`config.mk`:
```
export PLATFORM = sky130hd
export DESIGN_NAME = rdc_fix_pipe
export DESIGN_NICKNAME = d
export VERILOG_FILES = /design/src/rtl/rdc_fix_pipe.sv
export SDC_FILE = /design/constraint.sdc
export NUM_CORES = 1
export LEC_CHECK = 0
export ABC_CLOCK_PERIOD_IN_PS = 1630
export CORE_AREA = 5 5 75 94
export DETAILED_ROUTE_END_ITERATION = 10
export DIE_AREA = 0 0 80 99
export PLACE_DENSITY = 0.73
export SLEW_MARGIN = 20
export SYNTH_ARGS = -nofsm -noshare
export SYNTH_HDL_FRONTEND = slang
export SYNTH_SLANG_ARGS = --single-unit
```
`constraint.sdc`:
```
create_clock -name clk -period 1.63 [get_ports clk]
set_input_delay 0.326 -clock clk [delete_from_list [all_inputs] [get_ports clk]]
set_output_delay 0.326 -clock clk [all_outputs]
set_load 0.02 [all_outputs]
```
`src/rtl/rdc_fix_pipe.sv`:
```
`default_nettype none
// ============================================================================
// Module   : rdc_fix_pipe
// Brief    : 2-stage fixed-point precision reducer (shift/round, then saturate)
//            with valid/ready flow control and a sticky overflow-beat counter.
//            Optional macro RDC_FIX_ROUND_EN: round half toward +inf, else floor.
// Revision : 1.0
// ============================================================================
module rdc_fix_pipe #(
  parameter int I_PREC = 16,
  parameter int O_PREC = 8,
  parameter int SHIFT  = 4,
  parameter int SIGN   = 1,
  parameter int CH     = 2
) (
  input  logic                   clk,
  input  logic                   reset,
  input  logic                   in_valid,
  output logic                   in_ready,
  input  logic [CH*I_PREC-1:0]   in_data,
  output logic                   out_valid,
  input  logic                   out_ready,
  output logic [CH*O_PREC-1:0]   out_data,
  output logic [CH-1:0]          out_ovf,
  input  logic                   cnt_clr,
  output logic [15:0]            ovf_cnt
);

  localparam int c_R_W = I_PREC - SHIFT + 1;
  localparam int c_E_W = I_PREC + 1;

  logic                  r_s1_valid;
  logic                  r_s2_valid;
  logic [CH*c_R_W-1:0]   r_s1_data;
  logic [CH*c_R_W-1:0]   w_s1_next;
  logic [CH*O_PREC-1:0]  w_sat_data;
  logic [CH-1:0]         w_sat_ovf;
  logic [CH*O_PREC-1:0]  r_out_data;
  logic [CH-1:0]         r_out_ovf;
  logic [15:0]           r_ovf_cnt;
  logic                  w_s1_ld;
  logic                  w_s2_ld;

  assign w_s2_ld  = !r_s2_valid || out_ready;
  assign w_s1_ld  = !r_s1_valid || w_s2_ld;
  assign in_ready = w_s1_ld;

  generate
    for (genvar k = 0; k < CH; k++) begin : g_ch
      logic [c_E_W-1:0] w_ext;
      logic [c_E_W-1:0] w_sum;
      logic [c_R_W-1:0] w_r;
      logic             w_unused_lsb;

      assign w_ext = {((SIGN != 0) ? in_data[k*I_PREC + I_PREC - 1] : 1'b0),
                      in_data[k*I_PREC +: I_PREC]};
`ifdef RDC_FIX_ROUND_EN
      localparam logic [c_E_W-1:0] c_HALF = c_E_W'(1) << (SHIFT - 1);
      assign w_sum = w_ext + c_HALF;
`else
      assign w_sum = w_ext;
`endif
      // The extended top bit makes this slice equal to >>> (signed) or >> (unsigned).
      assign w_s1_next[k*c_R_W +: c_R_W] = w_sum[c_E_W-1:SHIFT];
      assign w_unused_lsb = ^w_sum[SHIFT-1:0];

      assign w_r = r_s1_data[k*c_R_W +: c_R_W];
      if (SIGN != 0) begin : g_sat_s
        logic w_ovf;
        assign w_ovf = !((&w_r[c_R_W-1:O_PREC-1]) || !(|w_r[c_R_W-1:O_PREC-1]));
        assign w_sat_ovf[k] = w_ovf;
        assign w_sat_data[k*O_PREC +: O_PREC] =
          !w_ovf         ? w_r[O_PREC-1:0] :
          w_r[c_R_W-1]   ? {1'b1, {(O_PREC-1){1'b0}}} :
                           {1'b0, {(O_PREC-1){1'b1}}};
      end else begin : g_sat_u
        logic w_ovf;
        assign w_ovf = |w_r[c_R_W-1:O_PREC];
        assign w_sat_ovf[k] = w_ovf;
        assign w_sat_data[k*O_PREC +: O_PREC] = w_ovf ? {O_PREC{1'b1}} : w_r[O_PREC-1:0];
      end
    end
  endgenerate

  always_ff @(posedge clk) begin
    if (reset) begin
      r_s1_valid <= 1'b0;
      r_s2_valid <= 1'b0;
      r_s1_data  <= '0;
      r_out_data <= '0;
      r_out_ovf  <= '0;
    end else begin
      if (w_s1_ld) begin
        r_s1_valid <= in_valid;
        if (in_valid) begin
          r_s1_data <= w_s1_next;
        end
      end
      if (w_s2_ld) begin
        r_s2_valid <= r_s1_valid;
        if (r_s1_valid) begin
          r_out_data <= w_sat_data;
          r_out_ovf  <= w_sat_ovf;
        end
      end
    end
  end

  always_ff @(posedge clk) begin
    if (reset || cnt_clr) begin
      r_ovf_cnt <= '0;
    end else if (r_s2_valid && out_ready && (|r_out_ovf) && (r_ovf_cnt != 16'hFFFF)) begin
      r_ovf_cnt <= r_ovf_cnt + 16'd1;
    end
  end

  assign out_valid = r_s2_valid;
  assign out_data  = r_out_data;
  assign out_ovf   = r_out_ovf;
  assign ovf_cnt   = r_ovf_cnt;

endmodule
`default_nettype wire

```
# After elaboration in Yosys (flattened, before gate mapping)
# Cells that the tools add are included.
[op_classes]
add_sub_neg = 1
eq_ne = 1
mux = 4
n_reduce_logical = 21
[op_table]
columns = ["operator", "count"]
rows = [
  ["8-bit 2-to-1 mux", 4],
  ["16-bit by 1-bit adder with 16-bit output, second input constant", 1],
  ["16-bit inequality test, second input constant", 1],
  ["6-bit AND reduction", 2],
  ["6-bit OR reduction", 2],
  ["1-bit logical NOT", 6],
  ["1-bit logical OR", 5],
  ["2-bit AND reduction", 2],
  ["1-bit logical AND", 3],
  ["2-bit OR reduction", 1],
]
[word_totals]
regBits = 61
inputBits = 37
out_inout_bits = 36

# Longest topological paths before layout
[logic_depth]
ltp_word = 4
depth_mapped = 6

# Worst setup path after synthesis
# Ideal clock, no wire load.
[synth_timing]
kind = "register to register"
start = "register r_ovf_cnt[0], in the netlist ovf_cnt[0]"
end = "register r_ovf_cnt[8], in the netlist ovf_cnt[8]"
setup_time_ns = 0.070
t_arrival_ns = 1.858
path_slack_ns = -0.298
path_stages_with_launch = 6
path_cell_list = "dfxtp_1 > ha_1 > nand3_1 > or3_4 > or4_1 > a21oi_1"
[synth_between]
elab_chain_cells = 2
[synth_rtl]
columns = ["item", "line", "text"]
rows = [
  ["start, declared", "40", "logic [15:0] r_ovf_cnt;"],
  ["start signal, assigned", "113", "r_ovf_cnt <= r_ovf_cnt + 16'd1;"],
  ["branches (longest 2 deep; another with 16-bit by 1-bit adder with 16-bit output)", "n/a", ""],
]
# Several ways; the timed one is not identified.
# A chain may end at the register's enable or synchronous reset.

# Worst setup path after layout
[layout_timing]
start = "register r_ovf_cnt[1], in the netlist ovf_cnt[1]"
end = "register r_ovf_cnt[8], in the netlist ovf_cnt[8]"
# Same word-level chain as after synthesis.

==> impl_table.tex <==
\begin{tabular}{lr}
\hline
Metric & Value \\
\hline
\multicolumn{2}{l}{\textbf{Outcome}} \\
Result of the run & finished, violations left \\
Violations in the final reports & negative setup slack \\
\multicolumn{2}{l}{\textbf{Global route}} \\
Largest net degree at the start of global routing & 45 \\
Total overflow reported by the global router & 0 \\
Initial antenna violation count & 0 \\
Number of global-route vias before repair & around 2400 \\
Gr usage total & roughly 17\% \\
First-pass GRT wire length & about 11000 µm \\
\multicolumn{2}{l}{\textbf{Die}} \\
I/O pin count & 73 \\
Die span in y & 99 µm \\
Core region area & between 6000 and 7000 µm² \\
Initial core utilization & roughly 40\% \\
Width of the die & roughly 80 µm \\
Die Outline Area & 7920 µm² \\
Cell Rows & 32 \\
\multicolumn{2}{l}{\textbf{Pwr}} \\
Maximum ir drop on the vdd rail & 0.717 mV \\
Cell leakage power & around 0.0018 µW \\
Switching share of power & 25.8\% \\
Power Internal & $\sim$2300 µW \\
P per Cell Area & $\sim$830 nW/µm² \\
Net Switching & approximately 800 µW \\
Clock Power Share & between 30 and 40\% \\
Sequential Power Share & about 50\% \\
Combinational share of power & between 10 and 15\% \\
\multicolumn{2}{l}{\textbf{Yosys}} \\
Largest cells by area after synthesis & sky130\_fd\_sc\_hd\_\_dfxtp\_1, sky130\_fd\_sc\_hd\_\_a21oi\_1, sky130\_fd\_sc\_hd\_\_nand2\_1, sky130\_fd\_sc\_hd\_\_nor3\_1, sky130\_fd\_sc\_hd\_\_nor2\_1 \\
Count of unique library cells instantiated by Yosys & 40 \\
Portion of synthesized cell area occupied by the leading cell type & approximately 49\% \\
Count of flip-flops with a built-in enable after synthesis & 0 \\
Average size of a mapped cell & approximately 8.2 µm² \\
Number of warnings reported in the yosys synthesis log & 0 \\
Cell type contributing the most total cell area after synthesis & sky130\_fd\_sc\_hd\_\_dfxtp\_1 \\
Post-synthesis async set-or-reset flop share & 0\% \\
Synthesized Nets & between 300 and 400 \\
Cell area after synthesis & 2440 µm² \\
Number of cells produced by synthesis & around 300 \\
Sequential fraction of the synthesis area & about half \\
Most instantiated flip-flop cell in the synthesis netlist & sky130\_fd\_sc\_hd\_\_dfxtp\_1 \\
Seq cells post-synth & 60 \\
\multicolumn{2}{l}{\textbf{STA}} \\
Setup slack of the critical path after layout & -0.0544 ns \\
Worst max-slew margin expressed relative to the limit & a little over two thirds \\
Final worst path period need & roughly 1.7 ns \\
Slew at the pin with the worst max-slew slack & about 0.44 ns \\
RSZ-0062 raised after global routing & true \\
Final Slew Violations & 0 \\
Final hold violation count & 0 \\
Fmax & $\sim$600 MHz \\
Crit share post-route & 103\% \\
Worst hold slack across all endpoints & about 0.38 ns \\
Final Setup Violations & 2 \\
Worst clock skew on the final layout & 0.00833 ns \\
\multicolumn{2}{l}{\textbf{Placement}} \\
Total instance count after detailed placement & 476 \\
Count of input and output buffers & 64 \\
Placer's final routability congestion estimate & a little over 0.8 \\
Post-DP HPWL & 4790 µm \\
\multicolumn{2}{l}{\textbf{Critical path}} \\
Crit path DAT & 1.94 ns \\
Startpoint-to-endpoint class of the critical path & reg2reg \\
Type of origin of the critical path & flop \\
Critical path data required time & between 1.5 and 2 ns \\
CP endpoint kind & flop \\
Reg-to-reg startpoint & ovf\_cnt[1] \\
First element of the critical path & ovf\_cnt[1] \\
Highest fanout seen on the critical path & 5 \\
\multicolumn{2}{l}{\textbf{Drt}} \\
Number of DRC markers after the initial detailed-route iteration & around 160 \\
Post-route antenna net violation count & 0 \\
Vias per cell & slightly above 5 \\
Via count & 2584 \\
Total iterations of the first detailed-routing run & 5 \\
Post-DR wirelength/cell & $\sim$13 µm \\
Overall routed net length & $\sim$6700 µm \\
Post-detailed-route DRC marker count & 0 \\
\multicolumn{2}{l}{\textbf{Finish}} \\
Commonest non-fill, non-tap cells in the layout & sky130\_fd\_sc\_hd\_\_nand2\_1, sky130\_fd\_sc\_hd\_\_buf\_4, sky130\_fd\_sc\_hd\_\_a21oi\_1 \\
Layout overhead on the synthesized area & 54.9\% \\
Leading cell type in the layout, fill and taps excluded & sky130\_fd\_sc\_hd\_\_nand2\_1 \\
Layout Cells excl Fill & $\sim$500 \\
Diode insertion count for antenna repair & 0 \\
Fin nets & around 450 \\
Share of cells above drive strength 1 & 23.9\% \\
\multicolumn{2}{l}{\textbf{Clock network}} \\
Clock network latency to the later pin of the worst-skew pair & roughly 0.33 ns \\
Clock-pin transition on the worst setup and hold timing paths & around 0.070 ns \\
Cell at the root of the clock tree & sky130\_fd\_sc\_hd\_\_clkbuf\_8 \\
Hold bufs inserted after CTS & 0 \\
Clock Path Buffers & 2 \\
Level count of the clock H-tree & 3 \\
TritonCTS clock tree & done \\
Number of buffers created by CTS & 9 \\
CTS sink count & 60 \\
\multicolumn{2}{l}{\textbf{Min path}} \\
Worst Min Path Start & reset \\
Path category of the worst min-delay check & in2reg \\
\multicolumn{2}{l}{\textbf{Flow run}} \\
Reported max-cap violation count & 0 \\
\hline
\end{tabular}
-- kinds of logic (layout without fill, tap and decap cells) --
| group | after synthesis | in the layout | share of synthesized area (%) |
|---|---|---|---|
| multiplexers | 5 | 5 | 2.05 |
| AO/OA/AOI/OAI | 71 | 71 | 16.9 |
| flip-flops | 60 | 60 | 49.1 |
| adder cells (fa/ha/maj) | 1 | 1 | 0.512 |
| buffers and inverters | 18 | 133 | 3.28 |
| AND/OR/NAND/NOR | 144 | 144 | 28.1 |
-- flip-flops by register name, summed over array words and instances (netlist names) --
name        count
r_s1_valid      1
ovf_cnt        16
out_valid       1
out_ovf         2
out_data       16
r_s1_data      24
-- what timing repair did --
action	in CTS	in global routing
resized for setup	27	23
endpoints found under the setup margin	31	28
pin swaps	4	6
setup buffers	3	5
-- layer usage --
metal / track usage, % / routed length [µm] / up-vias
met5: 0 / 0 / -
li1: - / - / 1293
met4: 5.46 / 22 / 0
met2: 28.6 / 3430 / 96
met3: 6.58 / 527 / 2
met1: 20.1 / 2720 / 1193
-- area by class of cell --
class / instances / area [µm²]
Fill cell: 551 / 2300
Sequential cell: 60 / 1250
Multi-Input combinational cell: 221 / 1230
Timing Repair Buffer: 115 / 1020
Clock buffer: 11 / 151
Tap cell: 85 / 106
Clock inverter: 4 / 22.5
Inverter: 3 / 11.3
-- synth_stat cells, types with 2 or more instances --
cell                       count
sky130_fd_sc_hd__dfxtp_1      60
sky130_fd_sc_hd__nand2_1      58
sky130_fd_sc_hd__a21oi_1      50
sky130_fd_sc_hd__nor2_1       23
sky130_fd_sc_hd__nor3_1       20
sky130_fd_sc_hd__clkbuf_1     11
sky130_fd_sc_hd__nand4_1       9
sky130_fd_sc_hd__nand3_1       6
sky130_fd_sc_hd__or3_1         6
sky130_fd_sc_hd__mux2i_1       5
sky130_fd_sc_hd__nor4_1        5
sky130_fd_sc_hd__o21ai_0       4
sky130_fd_sc_hd__o31ai_1       4
sky130_fd_sc_hd__or4_1         4
sky130_fd_sc_hd__and2_1        3
sky130_fd_sc_hd__inv_1         3
sky130_fd_sc_hd__a31oi_1       2
sky130_fd_sc_hd__o211ai_1      2
sky130_fd_sc_hd__o311ai_0      2
sky130_fd_sc_hd__o41ai_1       2
-- critical path, cell delays in order (launching register included) --
cell and delay, ns:
sky130_fd_sc_hd__dfxtp_4 0.37, sky130_fd_sc_hd__ha_4 0.15, sky130_fd_sc_hd__nand3_4 0.08, sky130_fd_sc_hd__or3_4 0.35, sky130_fd_sc_hd__or4_1 0.52, sky130_fd_sc_hd__a21oi_1 0.14
-- power groups by stage --
stage	Sequential (µW)	Combinational (µW)	Clock, µW
4_1_cts	1560	392	1220
3_5_place_dp	1600	399	0
5_1_grt	1570	426	1300
6_report	1560	386	1200
3_3_place_gp	1590	394	0
2_1_floorplan	1630	154	0
-- final timing paths --
path | end | slack, ns | depth (start not counted)
setup reg to reg | ovf_cnt[8] | -0.05 | 5
setup / recovery | ovf_cnt[8] | -0.05 | 5
hold / removal | ovf_cnt[15] | 0.38 | 3
hold reg to reg | r_s1_data[14] | 0.46 | 2
-- metrics by stage --
step	TNS [ns]	total power, µW	util (%)	instance area (µm²)	worst slack [ns]
after floorplan	-0.418	1790	-	2510	-0.0876
after global placement	-9.79	1990	57.6	3500	-0.510
after detailed placement	-11.15	2000	57.6	3500	-0.561
after CTS	-0.0487	3180	60.6	3690	-0.0421
after global routing	-0.276	3290	62.2	3790	-0.0929
final	-0.0621	3140	62.2	3790	-0.0544
(Power assumes the default switching activity.)
